## src/rtl/mips_pkg.sv

```systemverilog
// Shared definitions for the multi-cycle MIPS controller.
//   - ALU operation codes driven on alu_op
//   - opcode (IR[31:26]) and funct (IR[5:0]) constants
//   - controller state enum
//   - alu_src_b and pc_src mux encodings
// Optional macro MC_JUMP_EN adds the JUMP state for the j instruction.
package mips_pkg;

   typedef enum logic [3:0] {
      AluAdd  = 4'd0,
      AluSub  = 4'd1,
      AluSlt  = 4'd2,
      AluSltu = 4'd3,
      AluAnd  = 4'd4,
      AluOr   = 4'd5,
      AluNor  = 4'd6,
      AluXor  = 4'd7,
      AluLui  = 4'd8
   } alu_op_e;

   localparam logic [5:0] OpRtype = 6'h00;
   localparam logic [5:0] OpJ     = 6'h02;
   localparam logic [5:0] OpBeq   = 6'h04;
   localparam logic [5:0] OpBne   = 6'h05;
   localparam logic [5:0] OpAddi  = 6'h08;
   localparam logic [5:0] OpAddiu = 6'h09;
   localparam logic [5:0] OpSlti  = 6'h0a;
   localparam logic [5:0] OpSltiu = 6'h0b;
   localparam logic [5:0] OpAndi  = 6'h0c;
   localparam logic [5:0] OpOri   = 6'h0d;
   localparam logic [5:0] OpXori  = 6'h0e;
   localparam logic [5:0] OpLui   = 6'h0f;
   localparam logic [5:0] OpLw    = 6'h23;
   localparam logic [5:0] OpSw    = 6'h2b;

   localparam logic [5:0] FnAdd   = 6'h20;
   localparam logic [5:0] FnAddu  = 6'h21;
   localparam logic [5:0] FnSub   = 6'h22;
   localparam logic [5:0] FnSubu  = 6'h23;
   localparam logic [5:0] FnAnd   = 6'h24;
   localparam logic [5:0] FnOr    = 6'h25;
   localparam logic [5:0] FnXor   = 6'h26;
   localparam logic [5:0] FnNor   = 6'h27;
   localparam logic [5:0] FnSlt   = 6'h2a;
   localparam logic [5:0] FnSltu  = 6'h2b;

   localparam logic [1:0] SrcBReg   = 2'b00;
   localparam logic [1:0] SrcBFour  = 2'b01;
   localparam logic [1:0] SrcBImm   = 2'b10;
   localparam logic [1:0] SrcBImmSh = 2'b11;

   localparam logic [1:0] PcSrcAlu    = 2'b00;
   localparam logic [1:0] PcSrcAluOut = 2'b01;
   localparam logic [1:0] PcSrcJump   = 2'b10;

   typedef enum logic [3:0] {
      StFetch, StDecode, StMemAdr, StMemRd, StMemWb, StMemWr,
      StExecR, StExecI, StAluWb, StBranch, StHalt
`ifdef MC_JUMP_EN
      , StJump
`endif
   } state_e;

endpackage

```

## src/rtl/mc_alu_decoder.sv

```systemverilog
// Combinational instruction decoder for the multi-cycle controller.
//   op_i/funct_i : IR[31:26] / IR[5:0]
//   alu_op_o     : ALU operation for EXEC_R / EXEC_I
//   sz_en_o      : 1 sign-extend immediate, 0 zero-extend
//   legal_o      : instruction belongs to the supported set
// Optional macro MC_JUMP_EN makes op 0x02 (j) legal.
module mc_alu_decoder
   import mips_pkg::*;
(
   input  logic [5:0] op_i,
   input  logic [5:0] funct_i,
   output logic [3:0] alu_op_o,
   output logic       sz_en_o,
   output logic       legal_o
);

   always_comb begin
      alu_op_o = AluAdd;
      sz_en_o  = 1'b0;
      legal_o  = 1'b1;
      case (op_i)
         OpRtype: begin
            case (funct_i)
               FnAdd, FnAddu: alu_op_o = AluAdd;
               FnSub, FnSubu: alu_op_o = AluSub;
               FnAnd:         alu_op_o = AluAnd;
               FnOr:          alu_op_o = AluOr;
               FnXor:         alu_op_o = AluXor;
               FnNor:         alu_op_o = AluNor;
               FnSlt:         alu_op_o = AluSlt;
               FnSltu:        alu_op_o = AluSltu;
               default:       legal_o  = 1'b0;
            endcase
         end
         OpLw, OpSw, OpBeq, OpBne: begin
         end
`ifdef MC_JUMP_EN
         OpJ: begin
         end
`endif
         OpAddi: begin
            alu_op_o = AluAdd;
            sz_en_o  = 1'b1;
         end
         OpAddiu: alu_op_o = AluAdd;
         OpSlti: begin
            alu_op_o = AluSlt;
            sz_en_o  = 1'b1;
         end
         OpSltiu: alu_op_o = AluSltu;
         OpAndi:  alu_op_o = AluAnd;
         OpOri:   alu_op_o = AluOr;
         OpXori:  alu_op_o = AluXor;
         OpLui:   alu_op_o = AluLui;
         default: legal_o  = 1'b0;
      endcase
   end

endmodule

```

## src/rtl/multicycle_mips_ctrl.sv

```systemverilog
// Moore-style sequencer for a multi-cycle MIPS datapath with a shared,
// variable-latency memory (req/ready handshake guarded by a watchdog).
//   clk, reset        : clock, synchronous active-low reset
//   op, funct, zero   : IR fields and ALU zero flag
//   mem_ready         : memory completes the access this cycle
//   mem_req/mem_we/iord, ir_write, pc_write/pc_src : memory and PC control
//   alu_src_a/alu_src_b/alu_op/sz_en               : ALU control
//   reg_dst/mem_to_reg/reg_write                   : register file control
//   illegal_op        : one-cycle pulse in DECODE on an undecodable instruction
//   mem_err           : sticky memory-timeout fault (controller parks in HALT)
// Optional macro MC_JUMP_EN adds j decoding and the JUMP state.
module multicycle_mips_ctrl
   import mips_pkg::*;
#(
   parameter int unsigned MEM_WAIT_MAX = 15
) (
   input  logic       clk,
   input  logic       reset,
   input  logic [5:0] op,
   input  logic [5:0] funct,
   input  logic       zero,
   input  logic       mem_ready,
   output logic       mem_req,
   output logic       mem_we,
   output logic       iord,
   output logic       ir_write,
   output logic       pc_write,
   output logic [1:0] pc_src,
   output logic       alu_src_a,
   output logic [1:0] alu_src_b,
   output logic [3:0] alu_op,
   output logic       sz_en,
   output logic       reg_dst,
   output logic       mem_to_reg,
   output logic       reg_write,
   output logic       illegal_op,
   output logic       mem_err
);

   // The fault fires on the cycle that would be the MEM_WAIT_MAX-th miss.
   localparam logic [7:0] WaitLast = 8'(MEM_WAIT_MAX - 1);

   state_e     state_q, state_d;
   logic [7:0] wait_q, wait_d;
   logic       mem_err_q, mem_err_d;
   logic       mem_miss;
   logic [3:0] dec_alu_op;
   logic       dec_sz_en;
   logic       dec_legal;

   mc_alu_decoder u_alu_decoder (
      .op_i     (op),
      .funct_i  (funct),
      .alu_op_o (dec_alu_op),
      .sz_en_o  (dec_sz_en),
      .legal_o  (dec_legal)
   );

   always_ff @(posedge clk) begin
      if (!reset) begin
         state_q   <= StFetch;
         wait_q    <= '0;
         mem_err_q <= 1'b0;
      end else begin
         state_q   <= state_d;
         wait_q    <= wait_d;
         mem_err_q <= mem_err_d;
      end
   end

   assign mem_err = mem_err_q;

   always_comb begin
      state_d    = state_q;
      wait_d     = wait_q;
      mem_err_d  = mem_err_q;
      mem_miss   = 1'b0;
      mem_req    = 1'b0;
      mem_we     = 1'b0;
      iord       = 1'b0;
      ir_write   = 1'b0;
      pc_write   = 1'b0;
      pc_src     = PcSrcAlu;
      alu_src_a  = 1'b0;
      alu_src_b  = SrcBReg;
      alu_op     = AluAdd;
      sz_en      = 1'b0;
      reg_dst    = 1'b0;
      mem_to_reg = 1'b0;
      reg_write  = 1'b0;
      illegal_op = 1'b0;

      case (state_q)
         StFetch: begin
            mem_req   = 1'b1;
            alu_src_b = SrcBFour;
            if (mem_ready) begin
               ir_write = 1'b1;
               pc_write = 1'b1;
               state_d  = StDecode;
            end else begin
               mem_miss = 1'b1;
            end
         end
         StDecode: begin
            // Branch target (PC+4 + imm<<2) is parked in ALUOut here.
            alu_src_b = SrcBImmSh;
            sz_en     = 1'b1;
            if (!dec_legal) begin
               illegal_op = 1'b1;
               state_d    = StFetch;
            end else begin
               case (op)
                  OpLw, OpSw:   state_d = StMemAdr;
                  OpRtype:      state_d = StExecR;
                  OpBeq, OpBne: state_d = StBranch;
`ifdef MC_JUMP_EN
                  OpJ:          state_d = StJump;
`endif
                  default:      state_d = StExecI;
               endcase
            end
         end
         StMemAdr: begin
            alu_src_a = 1'b1;
            alu_src_b = SrcBImm;
            sz_en     = 1'b1;
            state_d   = (op == OpLw) ? StMemRd : StMemWr;
         end
         StMemRd: begin
            mem_req = 1'b1;
            iord    = 1'b1;
            if (mem_ready) state_d = StMemWb;
            else           mem_miss = 1'b1;
         end
         StMemWb: begin
            reg_write  = 1'b1;
            mem_to_reg = 1'b1;
            state_d    = StFetch;
         end
         StMemWr: begin
            mem_req = 1'b1;
            mem_we  = 1'b1;
            iord    = 1'b1;
            if (mem_ready) state_d = StFetch;
            else           mem_miss = 1'b1;
         end
         StExecR, StExecI: begin
            alu_src_a = 1'b1;
            alu_src_b = (state_q == StExecR) ? SrcBReg : SrcBImm;
            alu_op    = dec_alu_op;
            sz_en     = dec_sz_en;
            state_d   = StAluWb;
         end
         StAluWb: begin
            reg_write = 1'b1;
            reg_dst   = (op == OpRtype);
            state_d   = StFetch;
         end
         StBranch: begin
            alu_src_a = 1'b1;
            alu_op    = AluSub;
            pc_src    = PcSrcAluOut;
            pc_write  = ((op == OpBeq) & zero) | ((op == OpBne) & ~zero);
            state_d   = StFetch;
         end
`ifdef MC_JUMP_EN
         StJump: begin
            pc_write = 1'b1;
            pc_src   = PcSrcJump;
            state_d  = StFetch;
         end
`endif
         StHalt: begin
         end
         default: state_d = StFetch;
      endcase

      // Watchdog: a ready arriving on the limit cycle is handled above and wins.
      if (mem_miss) begin
         if (wait_q == WaitLast) begin
            state_d   = StHalt;
            mem_err_d = 1'b1;
         end else begin
            wait_d = wait_q + 8'd1;
         end
      end
      if (state_d != state_q) wait_d = '0;

      // Reset abandons any access: no strobe may leak out while it is held.
      if (!reset) begin
         mem_req   = 1'b0;
         mem_we    = 1'b0;
         ir_write  = 1'b0;
         pc_write  = 1'b0;
         reg_write = 1'b0;
      end
   end

endmodule

```

## config.mk

```make
export PLATFORM = sky130hd
export DESIGN_NAME = multicycle_mips_ctrl
export DESIGN_NICKNAME = d
export VERILOG_FILES = /design/src/rtl/mips_pkg.sv /design/src/rtl/mc_alu_decoder.sv /design/src/rtl/multicycle_mips_ctrl.sv
export SDC_FILE = /design/constraint.sdc
export NUM_CORES = 1
export LEC_CHECK = 0
export ABC_CLOCK_PERIOD_IN_PS = 1900
export CAP_MARGIN = 20
export CORE_ASPECT_RATIO = 0.75
export CORE_MARGIN = 8
export CORE_UTILIZATION = 30
export CTS_CLUSTER_SIZE = 25
export DETAILED_ROUTE_END_ITERATION = 12
export PLACE_DENSITY_LB_ADDON = 0.08
export SYNTH_ARGS = -nofsm -noshare
export SYNTH_HDL_FRONTEND = slang
export SYNTH_SLANG_ARGS = --single-unit
```

## constraint.sdc

```tcl
create_clock -name clk -period 1.9 [get_ports clk]
set_clock_uncertainty 0.2 [all_clocks]
set_input_delay 0.285 -clock clk [delete_from_list [all_inputs] [get_ports clk]]
set_output_delay 0.285 -clock clk [all_outputs]
set_load 0.02 [all_outputs]
```

=== Yosys cells after proc, flatten, opt, wreduce, memory -nomap -nowiden ===
Index checks and enable logic that the tools add are counted.

* Register bits after elaboration: 13

* Bitwise gates (word level): 6
* Reduce and logical (&&, ||, !) cells: 17
* Mux-type cells: 38
* Add/subtract/negate cells: 1
* Equal/unequal tests: 34

{| class="wikitable"
|+ Operators with widths
! operator !! number
|-
| 6-bit == test, second input constant || 12
|-
| 4-bit one-hot mux with 7 select lines || 2
|-
| 6-bit by 4-bit == test with 1-bit output, second input constant || 8
|-
| 4-bit two-way mux || 6
|-
| 1-bit two-way mux || 21
|-
| 3-bit one-hot mux with 7 select lines || 1
|-
| 2-bit OR reduction || 9
|-
| 4-bit by 3-bit == test with 1-bit output, second input constant || 4
|-
| 4-bit == test, second input constant || 3
|-
| 6-bit by 3-bit == test with 1-bit output, second input constant || 2
|-
| 4-bit one-hot mux with 3 select lines || 1
|-
| 12-bit OR reduction || 1
|-
| 10-bit OR reduction || 1
|-
| 8-bit by 1-bit adder with 8-bit output, second input constant || 1
|-
| 4-bit by 2-bit == test with 1-bit output, second input constant || 2
|-
| 8-bit by 4-bit == test with 1-bit output, second input constant || 1
|-
| 2-bit one-hot mux with 4 select lines || 1
|-
| 4-bit one-hot mux with 2 select lines || 1
|-
| 6-bit logical NOT || 1
|-
| 1-bit one-hot mux with 2 select lines || 3
|-
| 4-bit by 1-bit == test with 1-bit output, second input constant || 1
|-
| 4-bit logical NOT || 1
|-
| 4-bit inequality test || 1
|-
| 2-bit AND reduction || 2
|-
| 7 further kinds || 10
|}

=== Longest topological paths before layout ===
* Depth after elaboration: 10
* Depth in mapped cells: 8

=== Modules after synthesis ===
Synthesis repeated with hierarchy kept, for this count alone.

* Cell total of the unflattened synthesis: 184
* Area, all modules: 1,492.7 um2

{| class="wikitable"
|+ Modules (own cells, without submodules)
! module !! area an instance (um2) !! sequential area each (um2) !! cells an instance !! times used
|-
| multicycle_mips_ctrl || 1,287.5 || 260.2 || 153 || 1
|-
| mc_alu_decoder || 205.2 || 0.0 || 31 || 1
|}

=== Least setup slack after synthesis ===
Ideal clock, no wire load.

* Path type: register -> output
* Start: reg state_q[3]
* End: out pc_write
* Setup slack: -0.275 ns
* Cell stages (with the launch flop): 7
* Arrival: 1.690 ns
* Path through: dfxtp_1 buf_4 or2b_2 or2_2 inv_1 nand3_1 a21oi_1

* Cells in the longest elaborated chain, start to end: 3

{| class="wikitable"
|+ RTL lines
! element !! RTL line !! RTL
|-
| start, declared || multicycle_mips_ctrl.sv:43 || <nowiki>state_e state_q, state_d;</nowiki>
|-
| start signal, assigned || multicycle_mips_ctrl.sv:61 || <nowiki>state_q <= StFetch;</nowiki>
|-
| start signal, assigned || multicycle_mips_ctrl.sv:65 || <nowiki>state_q <= state_d;</nowiki>
|-
| 4-bit == test or 4-bit logical NOT (tied branches) || multicycle_mips_ctrl.sv:93 || <nowiki>case (state_q)</nowiki>
|-
| 1-bit one-hot mux with 2 select lines (*) || multicycle_mips_ctrl.sv:93 ||
|-
| 1-bit two-way mux (*) || multicycle_mips_ctrl.sv:191 || <nowiki>if (!reset) begin</nowiki>
|-
| end, declared || multicycle_mips_ctrl.sv:27 || <nowiki>output logic pc_write,</nowiki>
|}

Mark *: on every way between the ends. The rest lies on a longest branch, timed or not.

=== Worst setup path after layout ===
* Start: reg state_q[2]
* End: reg wait_q[2]

* Cells in the longest elaborated chain, start to end: 7

{| class="wikitable"
|+ RTL lines
! element !! RTL line !! RTL
|-
| 4-bit by 3-bit == test with 1-bit output || multicycle_mips_ctrl.sv:93 ||
|-
| 2-bit OR reduction || n/a ||
|-
| 4-bit one-hot mux with 7 select lines || multicycle_mips_ctrl.sv:93 ||
|-
| 4-bit two-way mux || multicycle_mips_ctrl.sv:181 || <nowiki>if (wait_q == WaitLast) begin</nowiki>
|-
| 4-bit two-way mux || multicycle_mips_ctrl.sv:180 || <nowiki>if (mem_miss) begin</nowiki>
|-
| 4-bit inequality test || multicycle_mips_ctrl.sv:188 || <nowiki>if (state_d != state_q) wait_d = '0;</nowiki>
|-
| 2-bit OR reduction (no source line) || n/a ||
|-
| end signal, assigned || multicycle_mips_ctrl.sv:66 || <nowiki>wait_q <= wait_d;</nowiki>
|-
| end, declared || multicycle_mips_ctrl.sv:44 || <nowiki>logic [7:0] wait_q, wait_d;</nowiki>
|}

Several ways; a longest one is shown, not always the timed one.
A chain may end at the register's enable or synchronous reset.

==> metrics.cfg <==
[run_status]
status = finished with violations
violations = setup timing

[clock_network]
clk_latency_ns = 0.24
clock-sinks = 13
clockRootBuffer = clkbuf_8
numCtsBuffers = 3
clockBufferDepth = 2
h-tree-depth = 1
cts_tree = yes
cts.clk_slew.worst_paths_ns = 0.06

[synthesis]
yosysMostFrequentCell = nor2_1
synth_largest_area_cell = dfxtp_1
synth_edf_count = 0
synthTopCellsByCount = nor2_1, a21oi_1, dfxtp_1, nand2_1
synth_xor_area_frac = 0.0668
synth_top_family_by_area = simple AND/OR/NAND/NOR gates
synth_compound_area_frac = 0.227
yosysUniqueCellTypes = 51
ys.warnings.count = 0
synth_area_leaders = dfxtp_1, nor3_2, buf_6
syn_inst = 186
synth.area.mux_share = 0.00781
synth_top_cell_area_share = 0.181
seq_area_frac_synth = 0.181
async_flop_share = 0
mappedNetlistArea_um2 = 1440
synthesis.nets = 204
yosys.area_share.simple = 0.397
synth_ff_type = dfxtp_1
ys_ff_latch = 13
synth_fa_ha_area_frac = 0.0174
syn_avg_cell_area_um2 = 7.75

[setup_path]
start_kind = flop
critical_path_required_ns = 1.86
cp.arrival_ns = 2.07
cp_max_fo = 12
endpoint_kind = flop
path_class = flop to flop

[min_path]
hold_class = flop to flop

[cells_and_area]
n_fill_cell = 427
multi_input_area_um2 = 1310
final_cells = 358
regArea_um2 = 269
nets = 317
diodes = 0
final_util = 0.583
drive_above_1_share = 0.607
design_area_um2 = 2780
area_growth_pct = 92.5

[grt]
grt_max_degree = 17
antenna_found_initial = 0
grt_pass1_vias = 1737
grt_pass1_wl_um = 8280
grt_usage = 0.138
globalRouteOverflowTotal = 0

[flow_run]
drv_cap = 0

[floorplanning]
pin_count = 36
die_area_um2 = 7300
core_um2 = 4760
die_x_um = 96.0
die_y_um = 76.0
fp-row-count = 22
initial_core_util = 0.303

[timing]
finalCritPeriodShare = 1.11
fin_setup_tns_ns = -1.97
finalMaxSlewViolations = 0
setup_viol = 17
holdWs_ns = 0.279
fin_crit_ns = 2.10
fmax_ghz = 0.476
hold_viol = 0
finalWorstSetupSlack_ns = -0.200
rsz0062_at_grt = yes

[place]
gp_congestion = 0.890
io_buffers = 34
place_area_um2 = 2260
place_ws_ns = -0.986
dp_hpwl_um = 3890
dp_cells = 330

[routing]
drtAntennaViolNets = 0
drt_iter0_markers = 88
drc = 0
vias_per_cell = 4.94
routed_wirelength_um = 5300
avgRoutedWirePerCell_um = 14.8
drt_pass1_iterations = 4
dr_total_vias = 1769

[power]
powerDensity_nw_per_um2 = 335
total_power_mw = 0.930
irDropWorstVdd_v = 0.000355
p_leak_nw = 1.16

-- cells in the final DEF, fill, tap and decap left out, types with 5 or more instances in the layout --
master	Yosys	layout
inv_1	7	6
nand2b_1	10	5
nand2_1	13	10
buf_4	2	80
nor2_1	18	16
xnor2_1	6	5
dfxtp_1	13	10
nor3_2	10	10
dlygate4sd2_1	0	6
a21oi_1	15	9
nand3_1	10	7
buf_2	0	6
o21ai_0	10	7
buf_6	8	17
-- logic make-up after synthesis --
logic type / after synthesis
fa+ha+maj: 2
simple gates: 92
buf+inv: 21
flops: 13
mux: 1
xor+xnor: 11
compound gates: 45
other cells: 1
-- routing by layer --
layer	vias up	wire length, µm	track usage
met4	0	20	0.0214
li1	882	-	-
met3	2	355	0.0285
met2	46	2460	0.208
met5	-	0	0
met1	839	2460	0.196
-- power breakdown --
part / total (mW) / leakage, nW / switching (mW) / internal (mW)
Sequential: 0.279 / 0.107 / 0.00410 / 0.275
Combinational: 0.405 / 1.03 / 0.201 / 0.204
Clock: 0.246 / 0.0228 / 0.0975 / 0.148
Total: 0.930 / 1.16 / 0.302 / 0.627
-- area by class of cell --
| cell class | instances | area share |
|---|---|---|
| multi-input cells | 152 | 0.472 |
| repair buffers | 121 | 0.376 |
| flip-flops and latches | 13 | 0.0969 |
| well taps | 60 | 0.0271 |
| clock buffers | 4 | 0.0162 |
| inverters | 8 | 0.0117 |
-- state kept, by name (all words and copies together), names as in the netlist --
register,flops
mem_err,1
state_q,4
wait_q,8
-- final timing paths --
check | from | slack [ns] | end | depth (start not counted)
worst min-delay path | mem_err$_SDFFE_PN0P_ | 0.28 | mem_err$_SDFFE_PN0P_ | 2
worst max register to register | state_q[2]$_SDFF_PN0_ | -0.20 | wait_q[2]$_SDFFE_PP0P_ | 9
worst max-delay path | state_q[2]$_SDFF_PN0_ | -0.20 | wait_q[2]$_SDFFE_PP0P_ | 9
worst min register to register | mem_err$_SDFFE_PN0P_ | 0.28 | mem_err$_SDFFE_PN0P_ | 2
-- critical path, stage by stage, from the launching register on --
cell	delay (ns)
dfxtp_2	0.33
buf_12	0.15
xor2_2	0.17
buf_4	0.13
a22oi_2	0.25
or2_1	0.20
o211a_1	0.20
a21oi_4	0.07
buf_12	0.15
nor3_4	0.17
-- timing repair --
action / 4_1_cts / 5_1_grt
setup buffers: 15 / 12
pin swaps: 20 / 16
resized for setup: 155 / 45
hold buffers: 0 / 0
setup endpoints to repair: 30 / 28
cloned: 0 / 1
Power figures use the tool's default switching activity.
